--- src/rtl/ddr3_frame_pkg.sv ---
// Shared constants and address helper for the DDR3 frame-buffer manager.
package ddr3_frame_pkg;
  localparam int BUF_IDX_W   = 2;
  localparam int BUF_NUM_MIN = 2;
  localparam int BUF_NUM_MAX = 4;
  // Wide enough that the elaboration-time range check cannot itself overflow.
  localparam int CALC_W      = 64;

  function automatic logic [CALC_W-1:0] buf_base(
    input logic [CALC_W-1:0]    base,
    input logic [CALC_W-1:0]    span,
    input logic [BUF_IDX_W-1:0] idx
  );
    return base + span * CALC_W'(idx);
  endfunction
endpackage

--- src/rtl/ddr3_buf_sel.sv ---
// Combinational next-write-buffer selector: first buffer after cur_idx that is
// neither being read nor holding the ready frame, else sacrifice the ready one.
module ddr3_buf_sel
  import ddr3_frame_pkg::*;
#(
  parameter int BUF_NUM = 3
) (
  input  logic [BUF_IDX_W-1:0] cur_idx,
  input  logic [BUF_IDX_W-1:0] rd_idx,
  input  logic                 rd_active,
  input  logic [BUF_IDX_W-1:0] ready_idx,
  input  logic                 ready_vld,
  output logic [BUF_IDX_W-1:0] sel_idx,
  output logic                 overwrite
);
  logic [BUF_IDX_W-1:0] cand [BUF_NUM];
  logic                 found_free;
  logic                 found_fb;
  logic [BUF_IDX_W-1:0] free_idx;
  logic [BUF_IDX_W-1:0] fb_idx;

  for (genvar gi = 0; gi < BUF_NUM; gi++) begin : g_cand
    assign cand[gi] = BUF_IDX_W'((int'(cur_idx) + gi + 1) % BUF_NUM);
  end

  always_comb begin
    found_free = 1'b0;
    found_fb   = 1'b0;
    free_idx   = '0;
    fb_idx     = '0;
    for (int k = 0; k < BUF_NUM; k++) begin
      if (!found_free && !(rd_active && cand[k] == rd_idx)
          && !(ready_vld && cand[k] == ready_idx)) begin
        found_free = 1'b1;
        free_idx   = cand[k];
      end
      // Fallback ignores the ready frame; only the reader's buffer is sacred.
      if (!found_fb && !(rd_active && cand[k] == rd_idx)) begin
        found_fb = 1'b1;
        fb_idx   = cand[k];
      end
    end
    sel_idx   = found_free ? free_idx : fb_idx;
    overwrite = !found_free;
  end
endmodule

--- src/rtl/ddr3_frame_buf_ctrl.sv ---
// N-buffer frame manager: hands DDR3 address windows to writer and reader so
// they never share a buffer; the reader always gets the newest complete frame.
module ddr3_frame_buf_ctrl
  import ddr3_frame_pkg::*;
#(
  parameter int                    ADDR_WIDTH = 28,
  parameter int                    BUF_NUM    = 3,
  parameter logic [ADDR_WIDTH-1:0] BASE_ADDR  = 28'h000_0000,
  parameter logic [ADDR_WIDTH-1:0] FRAME_SPAN = 28'h020_0000,
  parameter int                    CNT_WIDTH  = 8
) (
  input  logic                  clk,
  input  logic                  rst_n,
  input  logic                  wr_frame_start,
  input  logic                  wr_frame_done,
  input  logic                  rd_frame_start,
  output logic                  wr_req,
  output logic [ADDR_WIDTH-1:0] wr_address_beign,
  output logic [ADDR_WIDTH-1:0] wr_address_end,
  output logic                  rd_req,
  output logic [ADDR_WIDTH-1:0] rd_address_beign,
  output logic [ADDR_WIDTH-1:0] rd_address_end,
  output logic [BUF_IDX_W-1:0]  wr_buf_idx,
  output logic [BUF_IDX_W-1:0]  rd_buf_idx,
  output logic                  frame_valid,
  output logic [CNT_WIDTH-1:0]  drop_cnt
);
  localparam logic [CALC_W-1:0] TOP_ADDR =
    CALC_W'(BASE_ADDR) + CALC_W'(BUF_NUM) * CALC_W'(FRAME_SPAN);
  localparam logic [CALC_W-1:0] ADDR_LIMIT = CALC_W'(1) << ADDR_WIDTH;

  if (BUF_NUM < BUF_NUM_MIN || BUF_NUM > BUF_NUM_MAX) begin : g_bad_buf_num
    $error("ddr3_frame_buf_ctrl: BUF_NUM must be 2..4");
  end
  if (TOP_ADDR > ADDR_LIMIT) begin : g_bad_span
    $error("ddr3_frame_buf_ctrl: buffers exceed the DDR3 address space");
  end

  function automatic logic [ADDR_WIDTH-1:0] base_of(input logic [BUF_IDX_W-1:0] idx);
    logic [CALC_W-1:0] full;
    full = buf_base(CALC_W'(BASE_ADDR), CALC_W'(FRAME_SPAN), idx);
    return full[ADDR_WIDTH-1:0];
  endfunction

  logic                  wr_req_reg, rd_req_reg;
  logic [ADDR_WIDTH-1:0] wr_begin_reg, wr_end_reg, rd_begin_reg, rd_end_reg;
  logic [BUF_IDX_W-1:0]  wr_buf_idx_reg, rd_buf_idx_reg, ready_idx_reg;
  logic                  writing_reg, ready_vld_reg, rd_active_reg, frame_valid_reg;
  logic [CNT_WIDTH-1:0]  drop_cnt_reg;

  logic                  done_fire, take, rd_fire, ovw_fire, done_drop;
  logic                  ready_vld_a, ready_vld_b, rd_active_b, frame_valid_b;
  logic [BUF_IDX_W-1:0]  ready_idx_a, rd_idx_b, sel_idx;
  logic                  sel_overwrite;
  logic [1:0]            drop_inc;
  logic [CNT_WIDTH+1:0]  drop_sum;
  logic [CNT_WIDTH-1:0]  drop_cnt_next;

  // Same-cycle events resolve as done -> read start -> write start, so each
  // stage below consumes the state left by the previous one.
  always_comb begin
    done_fire     = wr_frame_done && writing_reg;
    done_drop     = done_fire && ready_vld_reg;
    ready_vld_a   = done_fire ? 1'b1 : ready_vld_reg;
    ready_idx_a   = done_fire ? wr_buf_idx_reg : ready_idx_reg;
    take          = rd_frame_start && ready_vld_a;
    ready_vld_b   = take ? 1'b0 : ready_vld_a;
    rd_idx_b      = take ? ready_idx_a : rd_buf_idx_reg;
    rd_active_b   = rd_active_reg || take;
    frame_valid_b = frame_valid_reg || take;
    rd_fire       = rd_frame_start && frame_valid_b;
    ovw_fire      = wr_frame_start && sel_overwrite;
    drop_inc      = {1'b0, done_drop} + {1'b0, ovw_fire};
    drop_sum      = {2'b00, drop_cnt_reg} + {{CNT_WIDTH{1'b0}}, drop_inc};
    drop_cnt_next = (drop_sum > {2'b00, {CNT_WIDTH{1'b1}}}) ? {CNT_WIDTH{1'b1}}
                                                            : drop_sum[CNT_WIDTH-1:0];
  end

  ddr3_buf_sel #(.BUF_NUM(BUF_NUM)) u_sel (
    .cur_idx   (wr_buf_idx_reg),
    .rd_idx    (rd_idx_b),
    .rd_active (rd_active_b),
    .ready_idx (ready_idx_a),
    .ready_vld (ready_vld_b),
    .sel_idx   (sel_idx),
    .overwrite (sel_overwrite)
  );

  always_ff @(posedge clk or negedge rst_n) begin
    if (!rst_n) begin
      wr_req_reg      <= 1'b0;
      rd_req_reg      <= 1'b0;
      wr_begin_reg    <= '0;
      wr_end_reg      <= '0;
      rd_begin_reg    <= '0;
      rd_end_reg      <= '0;
      wr_buf_idx_reg  <= BUF_IDX_W'(BUF_NUM - 1);
      rd_buf_idx_reg  <= '0;
      ready_idx_reg   <= '0;
      writing_reg     <= 1'b0;
      ready_vld_reg   <= 1'b0;
      rd_active_reg   <= 1'b0;
      frame_valid_reg <= 1'b0;
      drop_cnt_reg    <= '0;
    end else begin
      wr_req_reg      <= wr_frame_start;
      rd_req_reg      <= rd_fire;
      ready_idx_reg   <= ready_idx_a;
      ready_vld_reg   <= ovw_fire ? 1'b0 : ready_vld_b;
      rd_buf_idx_reg  <= rd_idx_b;
      rd_active_reg   <= rd_active_b;
      frame_valid_reg <= frame_valid_b;
      drop_cnt_reg    <= drop_cnt_next;
      if (wr_frame_start) begin
        writing_reg    <= 1'b1;
        wr_buf_idx_reg <= sel_idx;
        wr_begin_reg   <= base_of(sel_idx);
        wr_end_reg     <= base_of(sel_idx) + FRAME_SPAN;
      end else if (done_fire) begin
        writing_reg <= 1'b0;
      end
      if (rd_fire) begin
        rd_begin_reg <= base_of(rd_idx_b);
        rd_end_reg   <= base_of(rd_idx_b) + FRAME_SPAN;
      end
    end
  end

  assign wr_req           = wr_req_reg;
  assign rd_req           = rd_req_reg;
  assign wr_address_beign = wr_begin_reg;
  assign wr_address_end   = wr_end_reg;
  assign rd_address_beign = rd_begin_reg;
  assign rd_address_end   = rd_end_reg;
  assign wr_buf_idx       = wr_buf_idx_reg;
  assign rd_buf_idx       = rd_buf_idx_reg;
  assign frame_valid      = frame_valid_reg;
  assign drop_cnt         = drop_cnt_reg;
endmodule

--- config.mk ---
export PLATFORM = sky130hd
export DESIGN_NAME = ddr3_frame_buf_ctrl
export DESIGN_NICKNAME = d
export VERILOG_FILES = /design/src/rtl/ddr3_frame_pkg.sv /design/src/rtl/ddr3_buf_sel.sv /design/src/rtl/ddr3_frame_buf_ctrl.sv
export SDC_FILE = /design/constraint.sdc
export NUM_CORES = 1
export LEC_CHECK = 0
export BUFFER_PORTS_ARGS = -buffer_cell sky130_fd_sc_hd__buf_2
export CORE_ASPECT_RATIO = 0.5
export CORE_MARGIN = 4
export CORE_UTILIZATION = 50
export DETAILED_ROUTE_END_ITERATION = 6
export PLACE_DENSITY = 0.9
export SLEW_MARGIN = 10
export SYNTH_ARGS = -nofsm -noshare
export SYNTH_HDL_FRONTEND = slang
export SYNTH_SLANG_ARGS = --single-unit
--- constraint.sdc ---
create_clock -name clk -period 6.7 [get_ports clk]
set_input_delay 1.675 -clock clk [delete_from_list [all_inputs] [get_ports clk]]
set_output_delay 1.675 -clock clk [all_outputs]
set_load 0.05 [all_outputs]
==> impl_metrics.xml <==
<?xml version="1.0" encoding="UTF-8"?>
<metrics>
  <group name="worst_setup_path">
    <metric name="cp_data_required_time" unit="ps">6870</metric>
    <metric name="timing.critical_path.from_type" unit="">input port</metric>
    <metric name="cp-end-kind" unit="">flop</metric>
    <metric name="r2r-start" unit="">wr_buf_idx[1]</metric>
    <metric name="path_class" unit="">in2reg</metric>
    <metric name="cp-startpoint" unit="">wr_frame_done</metric>
    <metric name="worstPathArrival" unit="ps">4390</metric>
    <metric name="largest_driver_fanout_on_the_critical_path" unit="">8</metric>
  </group>
  <group name="timing">
    <metric name="max_freq" unit="GHz">0.2369</metric>
    <metric name="slew_headroom" unit="">0.5548</metric>
    <metric name="period_minus_slack" unit="ps">4222</metric>
    <metric name="rsz0062_at_grt" unit="">no</metric>
    <metric name="setup_viol" unit="">0</metric>
    <metric name="worstMarginPinSlew" unit="ps">659.2</metric>
    <metric name="timing.final.crit_share" unit="">0.6301</metric>
    <metric name="timing.final.max_slew_violations" unit="">0</metric>
    <metric name="fin_skew" unit="ps">7.803</metric>
    <metric name="final.hold.worst_slack" unit="ps">475.0</metric>
    <metric name="report.final.hold_viol_count" unit="">0</metric>
    <metric name="fin_tns_setup" unit="ps">0</metric>
  </group>
  <group name="yosys">
    <metric name="syn-cell-area" unit="sq mm">0.002610</metric>
    <metric name="synth_top_area_frac" unit="">0.2991</metric>
    <metric name="cell_types_with_the_highest_counts_after_synthesis" unit="">104 x buf_4, 28 x dfrtp_1, 24 x nand2_1, 15 x inv_1</metric>
    <metric name="synthMostInstantiatedCell" unit="">buf_4</metric>
    <metric name="syn_avg_cell_area" unit="sq um">8.586</metric>
    <metric name="synth-edff-count" unit="">0</metric>
    <metric name="ys_ff_latch" unit="">29</metric>
    <metric name="top_cells_by_area_synth" unit="">buf_4 30%, dfrtp_1 27%, nand2_1 3.5%, a21oi_1 2.5%, o21ai_0 2.5%</metric>
    <metric name="dominantRegCellSynth" unit="">dfrtp_1</metric>
    <metric name="sequential_area_share_after_synthesis" unit="">0.2785</metric>
    <metric name="synth_cells" unit="">304</metric>
    <metric name="post-synth-top-area-cell" unit="">buf_4</metric>
    <metric name="yosysWarnings" unit="">0</metric>
    <metric name="synth_cell_types" unit="">55</metric>
    <metric name="synthArstFlopShare" unit="">1.000</metric>
  </group>
  <group name="floorplanning">
    <metric name="chipWidth" unit="um">110.2</metric>
    <metric name="die_y" unit="um">59.09</metric>
    <metric name="initial_utilization" unit="">0.5244</metric>
    <metric name="die_area" unit="sq mm">0.006510</metric>
    <metric name="placement_rows" unit="">18</metric>
    <metric name="num_io_pins" unit="">132</metric>
    <metric name="core_area" unit="sq mm">0.004977</metric>
  </group>
  <group name="route">
    <metric name="drt_drc_violations_left" unit="">0</metric>
    <metric name="drt_wl_total" unit="um">5053</metric>
    <metric name="drtPass1Iterations" unit="">4</metric>
    <metric name="drt_first_iter_violations" unit="">129</metric>
    <metric name="vias_per_cell" unit="">4.725</metric>
    <metric name="num_vias" unit="">1904</metric>
    <metric name="antenna_left" unit="">0</metric>
    <metric name="wl_per_cell" unit="um">12.54</metric>
  </group>
  <group name="final_layout">
    <metric name="syn_to_final_growth" unit="%">-3.164</metric>
    <metric name="diode_count" unit="">0</metric>
    <metric name="fillers" unit="">467</metric>
    <metric name="finish.net_count" unit="">344</metric>
    <metric name="largest_register_ff_count" unit="">8</metric>
    <metric name="final_layout_size_suffix_gt1_frac" unit="">0.1562</metric>
    <metric name="postLayoutCoreUtil" unit="">0.5078</metric>
  </group>
  <group name="global_routing">
    <metric name="number_of_antenna_violations_at_the_first_check_in_global_routing" unit="">0</metric>
    <metric name="first_pass_grt_wire_length" unit="um">7721</metric>
    <metric name="globalRouteTotalUtil" unit="">0.1501</metric>
    <metric name="vias_in_the_first_global_route" unit="">1579</metric>
    <metric name="grt_start_max_net_pins" unit="">30</metric>
    <metric name="globalRoute.totalOverflow" unit="">0</metric>
  </group>
  <group name="clock_tree">
    <metric name="h-tree-depth" unit="">2</metric>
    <metric name="post-cts-setup-buffer-count" unit="">0</metric>
    <metric name="tritoncts_clock_tree" unit="">built</metric>
    <metric name="post_cts_hold_buffer_count" unit="">0</metric>
    <metric name="cts_max_path_buffers" unit="">2</metric>
    <metric name="numClockSinks" unit="">29</metric>
    <metric name="post_cts_resized" unit="">0</metric>
    <metric name="clk_transition_reported_paths" unit="ps">60</metric>
    <metric name="cts-root-buf" unit="">clkbuf_8</metric>
    <metric name="cts_made_buffers" unit="">5</metric>
    <metric name="worstSkewPairLatency" unit="ps">280</metric>
  </group>
  <group name="power">
    <metric name="p_per_area" unit="mW/mm^2">540.2</metric>
    <metric name="ir_drop" unit="V">0.0002340</metric>
    <metric name="p_leak" unit="nW">1.363</metric>
  </group>
  <group name="run_status">
    <metric name="status" unit="">completed</metric>
  </group>
  <group name="placement">
    <metric name="place.gp.congestion" unit="">0.9656</metric>
    <metric name="post-dp-hpwl" unit="um">3944</metric>
    <metric name="io_buffers" unit="">29</metric>
  </group>
  <group name="min_path">
    <metric name="hp-class" unit="">reg2reg</metric>
    <metric name="worst_hold_startpoint" unit="">rd_address_beign[21]</metric>
  </group>
  <group name="job">
    <metric name="drv_cap" unit="">0</metric>
  </group>
</metrics>
==> layout by cell type, fill, tap and decap left out, types with 5 or more instances in the layout <==
master,n
a21oi_1,13
inv_1,15
dfrtp_1,28
buf_2,29
o21ai_0,13
conb_1,102
and2_1,5
nor2_1,8
nand2b_1,8
ha_1,5
clkbuf_8,5
nand3_1,8
and3_1,5
xor2_1,5
nand2_1,24
==> per-stage QoR <==
step,power (mW),instances,area (sq um),setup WS (ps)
final,1.365,403,2527,2478
after global routing,1.456,403,2527,2225
after CTS,1.359,403,2527,2517
after detailed placement,1.179,396,2424,2225
after global placement,1.191,396,2424,2335
after floorplan,1.067,405,2989,2609
==> worst max-delay path: stages <==
cell and delay (ps):
buf_2 150, a21o_2 220, nand2_2 130, o32a_1 420
o32ai_1 280, and4bb_2 340, nand2_1 90, fa_1 380
inv_1 70, ha_1 260, and3_1 210, nand3_1 80
o21a_1 110
==> power by group <==
group / leakage [nW] / total [mW] / switching (mW) / internal [mW]
registers: 0.345 / 0.289 / 0.0554 / 0.234
clock network: 0.0540 / 0.176 / 0.0680 / 0.108
logic: 0.964 / 0.900 / 0.641 / 0.259
==> cell families (layout without fill, tap and decap cells) <==
group	Yosys count	count (layout)	share of synthesized area
compound gates	64	64	0.1759
xor+xnor	7	7	0.03068
fa+ha+maj	6	6	0.03164
buf+inv	124	52	0.3289
flops	29	29	0.2785
mux	5	5	0.02061
other cells	1	102	0.001437
simple gates	68	68	0.1323
==> area by class of cell <==
| cell class | instances | area, sq um | share of cell area |
|---|---|---|---|
| clock buffer | 5 | 68.82 | 0.02723 |
| clock inverter | 2 | 35.03 | 0.01386 |
| inverter | 16 | 60.06 | 0.02376 |
| multi-input combinational | 252 | 1404 | 0.5554 |
| sequential | 29 | 726.9 | 0.2876 |
| tap | 70 | 87.58 | 0.03465 |
| timing repair buffer | 29 | 145.1 | 0.05743 |
==> per-layer routing <==
| metal | part of all wire | track usage |
|---|---|---|
| met4 | 0.0091 | 0.03333 |
| met2 | 0.44 | 0.2448 |
| met1 | 0.40 | 0.1992 |
| met5 | 0 | 0 |
| met3 | 0.15 | 0.04461 |
==> path summary, 6_finish.rpt <==
kind / cells past startpoint / slack [ps] / end
max: 13 / 2480 / drop_cnt[4]
min: 1 / 470 / rd_address_beign[21]
max reg2reg: 13 / 3070 / drop_cnt[4]
min reg2reg: 1 / 470 / rd_address_beign[21]
max in group asynchronous: 1 / 4880 / rd_address_end[23]
min in group asynchronous: 1 / 1400 / ready_vld_reg
Note: power is estimated with default switching activity, not from simulation.
